==> config.mk <==
export PLATFORM = sky130hd
export DESIGN_NAME = adap_sped_sched
export DESIGN_NICKNAME = d
export VERILOG_FILES = /design/src/rtl/adap_sped_sched.sv
export SDC_FILE = /design/constraint.sdc
export NUM_CORES = 1
export LEC_CHECK = 0
export ABC_AREA = 1
export CORE_MARGIN = 2
export CORE_UTILIZATION = 28
export DETAILED_ROUTE_END_ITERATION = 12
export PLACE_DENSITY_LB_ADDON = 0.05
export SYNTH_ARGS = -nofsm -noshare
export SYNTH_HDL_FRONTEND = slang
export SYNTH_SLANG_ARGS = --single-unit
==> constraint.sdc <==
create_clock -name CLK -period 7.38 [get_ports CLK]
set_input_delay 0.738 -clock CLK [delete_from_list [all_inputs] [get_ports CLK]]
set_output_delay 0.738 -clock CLK [all_outputs]
set_load 0.02 [all_outputs]
==> src/rtl/adap_sped_sched.sv <==
// Round-robin scheduler sharing one combinational adaptive-speed-control datapath across NUM_CH
// channels. Define ASC_CH_INIT_EN to add init_req/init_ch for clearing one channel's state.
module adap_sped_sched #(
    parameter int unsigned NUM_CH = 4,
    parameter int unsigned CH_W   = 2
) (
    input  logic                   CLK,
    input  logic                   reset,
`ifdef ASC_CH_INIT_EN
    input  logic                   init_req,
    input  logic [CH_W-1:0]        init_ch,
`endif
    input  logic [NUM_CH-1:0]      req,
    input  logic [5*NUM_CH-1:0]    I_bus,
    input  logic [2*NUM_CH-1:0]    RATE_bus,
    input  logic [NUM_CH-1:0]      TDP_bus,
    input  logic [NUM_CH-1:0]      TR_bus,
    input  logic [13*NUM_CH-1:0]   Y_bus,
    output logic [NUM_CH-1:0]      ack,
    output logic [6:0]             al_out,
    output logic [CH_W-1:0]        al_ch,
    output logic                   al_valid,
    output logic                   busy,
    output logic [4:0]             dp_I,
    output logic [1:0]             dp_RATE,
    output logic                   dp_TDP,
    output logic                   dp_TR,
    output logic [12:0]            dp_Y,
    output logic [11:0]            dp_DMS,
    output logic [13:0]            dp_DML,
    output logic [9:0]             dp_AP,
    input  logic [11:0]            dp_DMSP,
    input  logic [13:0]            dp_DMLP,
    input  logic [9:0]             dp_APR,
    input  logic [6:0]             dp_AL
);

    typedef enum logic [1:0] {StIdle, StLoad, StExec, StStore} state_e;

    state_e          state_q, state_d;
    logic [CH_W-1:0] rr_ptr_q;
    logic [CH_W-1:0] grant_q;
    logic [CH_W-1:0] grant_c;
    logic [CH_W-1:0] cand;
    logic            grant_vld;
    int unsigned     sum;

    logic [11:0] dms_q [NUM_CH];
    logic [13:0] dml_q [NUM_CH];
    logic [9:0]  ap_q  [NUM_CH];

    logic [4:0]  i_ch    [NUM_CH];
    logic [1:0]  rate_ch [NUM_CH];
    logic        tdp_ch  [NUM_CH];
    logic        tr_ch   [NUM_CH];
    logic [12:0] y_ch    [NUM_CH];

    logic            init_hit;
    logic [CH_W-1:0] init_idx;

`ifdef ASC_CH_INIT_EN
    assign init_hit = init_req;
    assign init_idx = init_ch;
`else
    assign init_hit = 1'b0;
    assign init_idx = '0;
`endif

    for (genvar n = 0; n < NUM_CH; n++) begin : g_split
        assign i_ch[n]    = I_bus[5*n +: 5];
        assign rate_ch[n] = RATE_bus[2*n +: 2];
        assign tdp_ch[n]  = TDP_bus[n];
        assign tr_ch[n]   = TR_bus[n];
        assign y_ch[n]    = Y_bus[13*n +: 13];
    end

    // Scan from the highest offset down so the nearest requester after rr_ptr wins last.
    always_comb begin
        grant_vld = 1'b0;
        grant_c   = '0;
        cand      = '0;
        sum       = 0;
        for (int unsigned off = NUM_CH; off >= 1; off--) begin
            sum = 32'(rr_ptr_q) + off;
            if (sum >= NUM_CH) begin
                sum = sum - NUM_CH;
            end
            cand = CH_W'(sum);
            if (req[cand]) begin
                grant_vld = 1'b1;
                grant_c   = cand;
            end
        end
    end

    always_comb begin
        state_d = state_q;
        unique case (state_q)
            StIdle:  if (grant_vld && !init_hit) state_d = StLoad;
            StLoad:  state_d = StExec;
            StExec:  state_d = StStore;
            StStore: state_d = StIdle;
            default: state_d = StIdle;
        endcase
    end

    assign busy = (state_q != StIdle);

    always_ff @(posedge CLK or posedge reset) begin
        if (reset) begin
            state_q  <= StIdle;
            rr_ptr_q <= CH_W'(NUM_CH - 1);
            grant_q  <= '0;
            for (int n = 0; n < int'(NUM_CH); n++) begin
                dms_q[n] <= '0;
                dml_q[n] <= '0;
                ap_q[n]  <= '0;
            end
            ack      <= '0;
            al_out   <= '0;
            al_ch    <= '0;
            al_valid <= 1'b0;
            dp_I     <= '0;
            dp_RATE  <= '0;
            dp_TDP   <= 1'b0;
            dp_TR    <= 1'b0;
            dp_Y     <= '0;
            dp_DMS   <= '0;
            dp_DML   <= '0;
            dp_AP    <= '0;
        end else begin
            state_q <= state_d;
            unique case (state_q)
                StIdle: begin
                    // Channel clear outranks service and leaves the rotation untouched.
                    if (init_hit) begin
                        dms_q[init_idx] <= '0;
                        dml_q[init_idx] <= '0;
                        ap_q[init_idx]  <= '0;
                    end else if (grant_vld) begin
                        rr_ptr_q <= grant_c;
                        grant_q  <= grant_c;
                        dp_I     <= i_ch[grant_c];
                        dp_RATE  <= rate_ch[grant_c];
                        dp_TDP   <= tdp_ch[grant_c];
                        dp_TR    <= tr_ch[grant_c];
                        dp_Y     <= y_ch[grant_c];
                        dp_DMS   <= dms_q[grant_c];
                        dp_DML   <= dml_q[grant_c];
                        dp_AP    <= ap_q[grant_c];
                    end
                end
                StLoad: begin
                end
                StExec: begin
                    dms_q[grant_q] <= dp_DMSP;
                    dml_q[grant_q] <= dp_DMLP;
                    ap_q[grant_q]  <= dp_APR;
                    al_out         <= dp_AL;
                    al_ch          <= grant_q;
                    ack            <= '0;
                    ack[grant_q]   <= 1'b1;
                    al_valid       <= 1'b1;
                end
                StStore: begin
                    ack      <= '0;
                    al_valid <= 1'b0;
                end
                default: begin
                end
            endcase
        end
    end

endmodule

# --- After elaboration in Yosys (flattened, before gate mapping) ---
# Index checks and enable logic that the tools add are counted.
op_classes:
  bitwise: 2
  addsub: 8
  n_lt_le_gt_ge: 13
  reduce_logical: 6
  n_eq_ne: 4
  n_mux: 59
op_table:
  columns: ["cell", "count"]
  rows:
  - ["$bwmux 56", 1]
  - ["$bwmux 48", 1]
  - ["$mux 14", 3]
  - ["$bwmux 40", 1]
  - ["$mux 12", 3]
  - ["$mux 10", 3]
  - ["$bmux 14 s2", 1]
  - ["$demux 14 s2", 1]
  - ["$bmux 13 s2", 1]
  - ["$mux 13", 2]
  - ["$bmux 12 s2", 1]
  - ["$demux 12 s2", 1]
  - ["$mux 2", 11]
  - ["$bmux 10 s2", 1]
  - ["$demux 10 s2", 1]
  - ["$ge 3x3->1 const B", 5]
  - ["$lt 2x3->1 const B", 5]
  - ["$mux 1", 13]
  - ["$bmux 1 s2", 6]
  - ["$bmux 5 s2", 1]
  - ["$mux 5", 2]
  - ["$pmux 2 s4", 1]
  - ["$pmux 4 s2", 1]
  - ["$sub 2x1->2 const B", 4]
  - ["17 further kinds", 22]
word_totals:
  wordCells: 119
  reg_bits: 222
  inputBits: 137
  output_inout_bits: 73

# --- Logic depth before layout (Yosys ltp) ---
logic_depth:
  depth_word: 13
  mapped_depth: 16
  mapped_depth_nobuf: 13

# --- Worst setup path after synthesis ---
# OpenSTA, ideal clock, no wires.
synth_path:
  kind: "input port to flip-flop"
  from: "input port req[3]"
  to: "register dp_DML[10]"
  n_path_buf: 1
  setup_time_ns: 0.117
  slack_ns: 5.403
  arrival_time_ns: 1.859
  t_required_ns: 7.263
  stages: 12
  cell_sequence: "inv_1 -> o21ai_1 -> nand2_1 -> nand3_1 -> nand3_1 -> nand2_1 -> nand2_2 -> inv_2 -> clkbuf_1 -> nand3_1 -> nand3_1 -> nand2_1"
synth_via:
  elab_chain_len: 10
  word_cells_on_any_way: 21
  classes_between: "mux (19); bitwise (1); reduce/logical (1)"
synth_rtl:
  columns: ["element", "line", "rtl"]
  rows:
  - ["start, declared", "13", "input logic [NUM_CH-1:0] req,"]
  - ["$bmux 1 s2", "89", "if (req[cand]) begin"]
  - ["$mux 1 (implied by the code)", "89", null]
  - ["$mux 2 (4 in series)", "89", null]
  - ["$not 2->3 (implied by the code)", "149", "dp_DML <= dml_q[grant_c];"]
  - ["$bmux 14 s2", "149", null]
  - ["$mux 14 (implied by the code) (2 in series)", "149", null]
  - ["end signal, assigned", "149", null]
  - ["end, declared", "30", "output logic [13:0] dp_DML,"]
# Parallel ways exist; a longest one is shown, timed or not. The select of a mux whose other input is x is not followed.
# A chain may end at the register's enable or synchronous reset.

# --- Worst setup path in the final report ---
layout_path:
  from: "register rr_ptr_q[0]"
  to: "register dp_Y[4]"
layout_via:
  elab_chain_len: 13
  word_cells_on_any_way: 37
  classes_between: "add/sub (8); order compare (4); mux (23); bitwise (1); reduce/logical (1)"
layout_rtl:
  columns: ["element", "line", "rtl"]
  rows:
  - ["start, declared", "41", "logic [CH_W-1:0] rr_ptr_q;"]
  - ["start signal, assigned", "112", "rr_ptr_q <= CH_W'(NUM_CH - 1);"]
  - ["start signal, assigned", "141", "rr_ptr_q <= grant_c;"]
  - ["$add 2x3->4", "84", "sum = 32'(rr_ptr_q) + off;"]
  - ["$ge 4x3->1 or $sub 2x1->2 (tied branches)", "85, 86", null]
  - ["$mux 2", "85", "if (sum >= NUM_CH) begin"]
  - ["$bmux 1 s2", "89", null]
  - ["$mux 1 (implied by the code)", "89", null]
  - ["$mux 2 (4 in series)", "89", null]
  - ["$not 2->3 (implied by the code)", "147", "dp_Y <= y_ch[grant_c];"]
  - ["$bmux 13 s2", "147", null]
  - ["$mux 13 (implied by the code) (2 in series)", "147", null]
  - ["end signal, assigned", "147", null]
  - ["end, declared", "28", "output logic [12:0] dp_Y,"]
# Parallel ways exist; a longest one is shown, timed or not. The select of a mux whose other input is x is not followed.

==> metrics.md <==
| Metric | Value |
|---|---|
| Power Dens Cells | 544 nW/um2 |
| Synth top area share | 53.6% |
| Setup crit end kind | flop |
| Status | completed |
| Final hold slack | 467 ps |
| Mean Syn Cell Area | 8.06 um2 |
| First-pass DRT Iterations | 5 |
| Port bufs | 209 |
| R2R Path Start | rr_ptr_q[0] |
| Initial DRC Count | 504 |
| Most frequent cells in the layout | nand2_1, nand3_1, dfrtp_1 |
| Chip height | 195 um |
| Chip width | 195 um |
| CP arrival | 3910 ps |
| GP Congestion | 0.745 |
| HPWL after DPL | 19.0 mm |
| Largest net degree at the start of global routing | 137 |
| Final period util | 46.5% |
| Data required, critical path | 7850 ps |
| Via Count | 9099 |
| Clock sink count | 222 |
| Total wire length | 33.7 mm |
| Drt drc | 0 |
| Synth area leader | dfrtp_1 |
| Critical Path Start | rr_ptr_q[0] |
| Initial core utilization | 28.2% |
| Maximum VDD drop | 0.385 mV |
| P&R area growth vs syn | 31.2% |
| Post-DR vias/cell | 4.74 |
| CORE AREA | 36300 um2 |
| Slew Limit Fails | 0 |
| Synth cell types | 22 |
| Mapped cell area | 10300 um2 |
| Sw frac | 46.5% |
| RSZ-0062 raised after global routing | false |
| CTS root buf | clkbuf_16 |
| Fin crit period | 3430 ps |
| Number of global-route vias before repair | 9394 |
| Postcts setup bufs | 0 |
| Post-CTS sizing | 0 |
| Die area | 38200 um2 |
| Worst Skew | 17.8 ps |
| # H-tree levels | 1 |
| Clock Power Share | 17.2% |
| Synth top area cells | dfrtp_1, nand2_1, nand3_1 |
| Design area | 13500 um2 |
| CTS Buffer Depth | 3 |
| Commonest non-fill, non-tap cell in the layout | nand2_1 |
| Number of standard-cell rows in the floorplan | 70 |
| Share of post-route cells with drive strength above 1 | 5.17% |
| Crit Path Class | reg2reg |
| Diodes inserted | 0 |
| Clock transition at path regs | 60 ps |
| Worst Setup Start Kind | flop |
| Gr ovfl total | 0 |
| Clk_lat worst skew | 540 ps |
| Hold Path Class | reg2reg |
| Ports | 210 |
| GRT Overall Usage | 17.6% |
| Post-route ant nets | 0 |
| Initial antenna violation count | 0 |
| Tot Pwr | 0.00733 W |
| Slew HR | 30.1% |
| Fmax | 0.291 GHz |
| Hold buffer count at CTS | 0 |
| Yosys Warn Count | 0 |
| Comb pwr share | 52.8% |
| MaxCap Viol Count | 0 |
| Filler cells | 3770 |
| Leak Pwr | 6.33 nW |
| Switching pwr | 0.00340 W |
| CTS buffer count | 27 |
| Post-Syn Instances | 1274 |
| Crit Path Max Fanout | 74 |
| Final hold violation count | 0 |
| Synthesized Nets | 1415 |
| Min-Delay Startpoint | al_out[0] |
| CTS tree | yes |
| Placed Area | 12600 um2 |
| Setup TNS Final | 0 ps |
| Cell Int Power | 0.00392 W |
| First-pass GRT wire length | 54.0 mm |
| Nets | 1573 |
| Post-DR wirelength/cell | 17.5 um |
| Worst-margin pin slew | 1050 ps |
| Synth Register Bits | 222 |
| # setup viols final | 0 |
| Register area share after synthesis | 54.1% |
| Sequential Power Share | 30.0% |
==> metal layers <==
layer | GRT usage, % | share of wire, % | wire length, um
met5 | 0 | 0 | 0
met4 | 3.79 | 1.8 | 594
met3 | 2.56 | 4.8 | 1610
met2 | 28.7 | 45 | 15000
met1 | 24.9 | 49 | 16500
==> registers in the layout, indices dropped and copies added, names as in the netlist, 2 cells and up <==
name,count
dp_I,5
dp_AP,10
dp_RATE,2
al_ch,2
dms_q,48
state_q,2
dp_DMS,12
rr_ptr_q,2
ack,4
al_out,7
ap_q,40
dp_DML,14
grant_q,2
dml_q,56
dp_Y,13
==> final cells by class <==
class | count | area, um2 | area share (%)
flip-flops and latches | 222 | 5560 | 41.3
multi-input cells | 905 | 4080 | 30.3
repair buffers | 222 | 2200 | 16.3
clock buffers | 42 | 792 | 5.88
well taps | 468 | 586 | 4.35
inverters | 54 | 215 | 1.60
clock inverters | 6 | 40.0 | 0.297
==> worst paths after layout <==
check                      slack (ps)         to  cells past startpoint
setup / recovery                 3950    dp_Y[4]                     13
hold / removal                    470  al_out[0]                      2
setup reg to reg                 3950    dp_Y[4]                     13
hold reg to reg                   470  al_out[0]                      2
max in group asynchronous        5500    dp_Y[0]                      3
min in group asynchronous         700  al_out[0]                      2
==> through the flow <==
| step | setup WS [ps] | util (%) | std cells |
|---|---|---|---|
| after floorplan | 568 | - | 1274 |
| after global placement | 3420 | 34.8 | 1871 |
| after detailed placement | 3420 | 34.8 | 1871 |
| after CTS | 3950 | 37.1 | 1919 |
| after global routing | 3590 | 37.1 | 1919 |
| final | 3950 | 37.1 | 1919 |
==> critical path, cell delays in order (launching register included) <==
cell and delay (ps):
dfstp_2 640, inv_6 70, nand2_1 60, nand2_1 90, nand2_1 100, nand2_1 70, nand2_2 110, nand3_4 360
nand2_4 590, buf_4 790, nand2_1 120, nand3_1 120, nand3_1 110, nand2_1 80
==> synth_stat cells <==
library cell	number
a21oi_1	5
buf_1	7
buf_2	28
buf_4	9
buf_6	5
clkbuf_1	44
dfrtp_1	220
dfstp_2	2
ha_1	4
inv_1	48
inv_2	5
inv_6	1
nand2_1	428
nand2_2	7
nand2_4	1
nand3_1	299
nand3_4	1
nor2_1	6
nor3_1	1
o21a_1	1
o21ai_0	151
o21ai_1	1
==> power groups by stage <==
stage / clock [W] / combinational, W / sequential, W
final: 0.00126 / 0.00387 / 0.00220
after global routing: 0.00136 / 0.00440 / 0.00228
after CTS: 0.00131 / 0.00394 / 0.00220
after detailed placement: 0 / 0.00393 / 0.00222
after global placement: 0 / 0.00391 / 0.00222
after floorplan: 0 / 0.00250 / 0.00237
==> cell families (layout without fill, tap and decap cells) <==
family	count (synthesis)	in the layout	share of synthesized area, %
adder cells (fa/ha/maj)	4	4	0.487
AO/OA/AOI/OAI	158	158	7.73
buffers and inverters	147	324	6.46
flip-flops	222	222	54.1
AND/OR/NAND/NOR	743	743	31.2
Note: power is estimated with default switching activity, not from simulation.
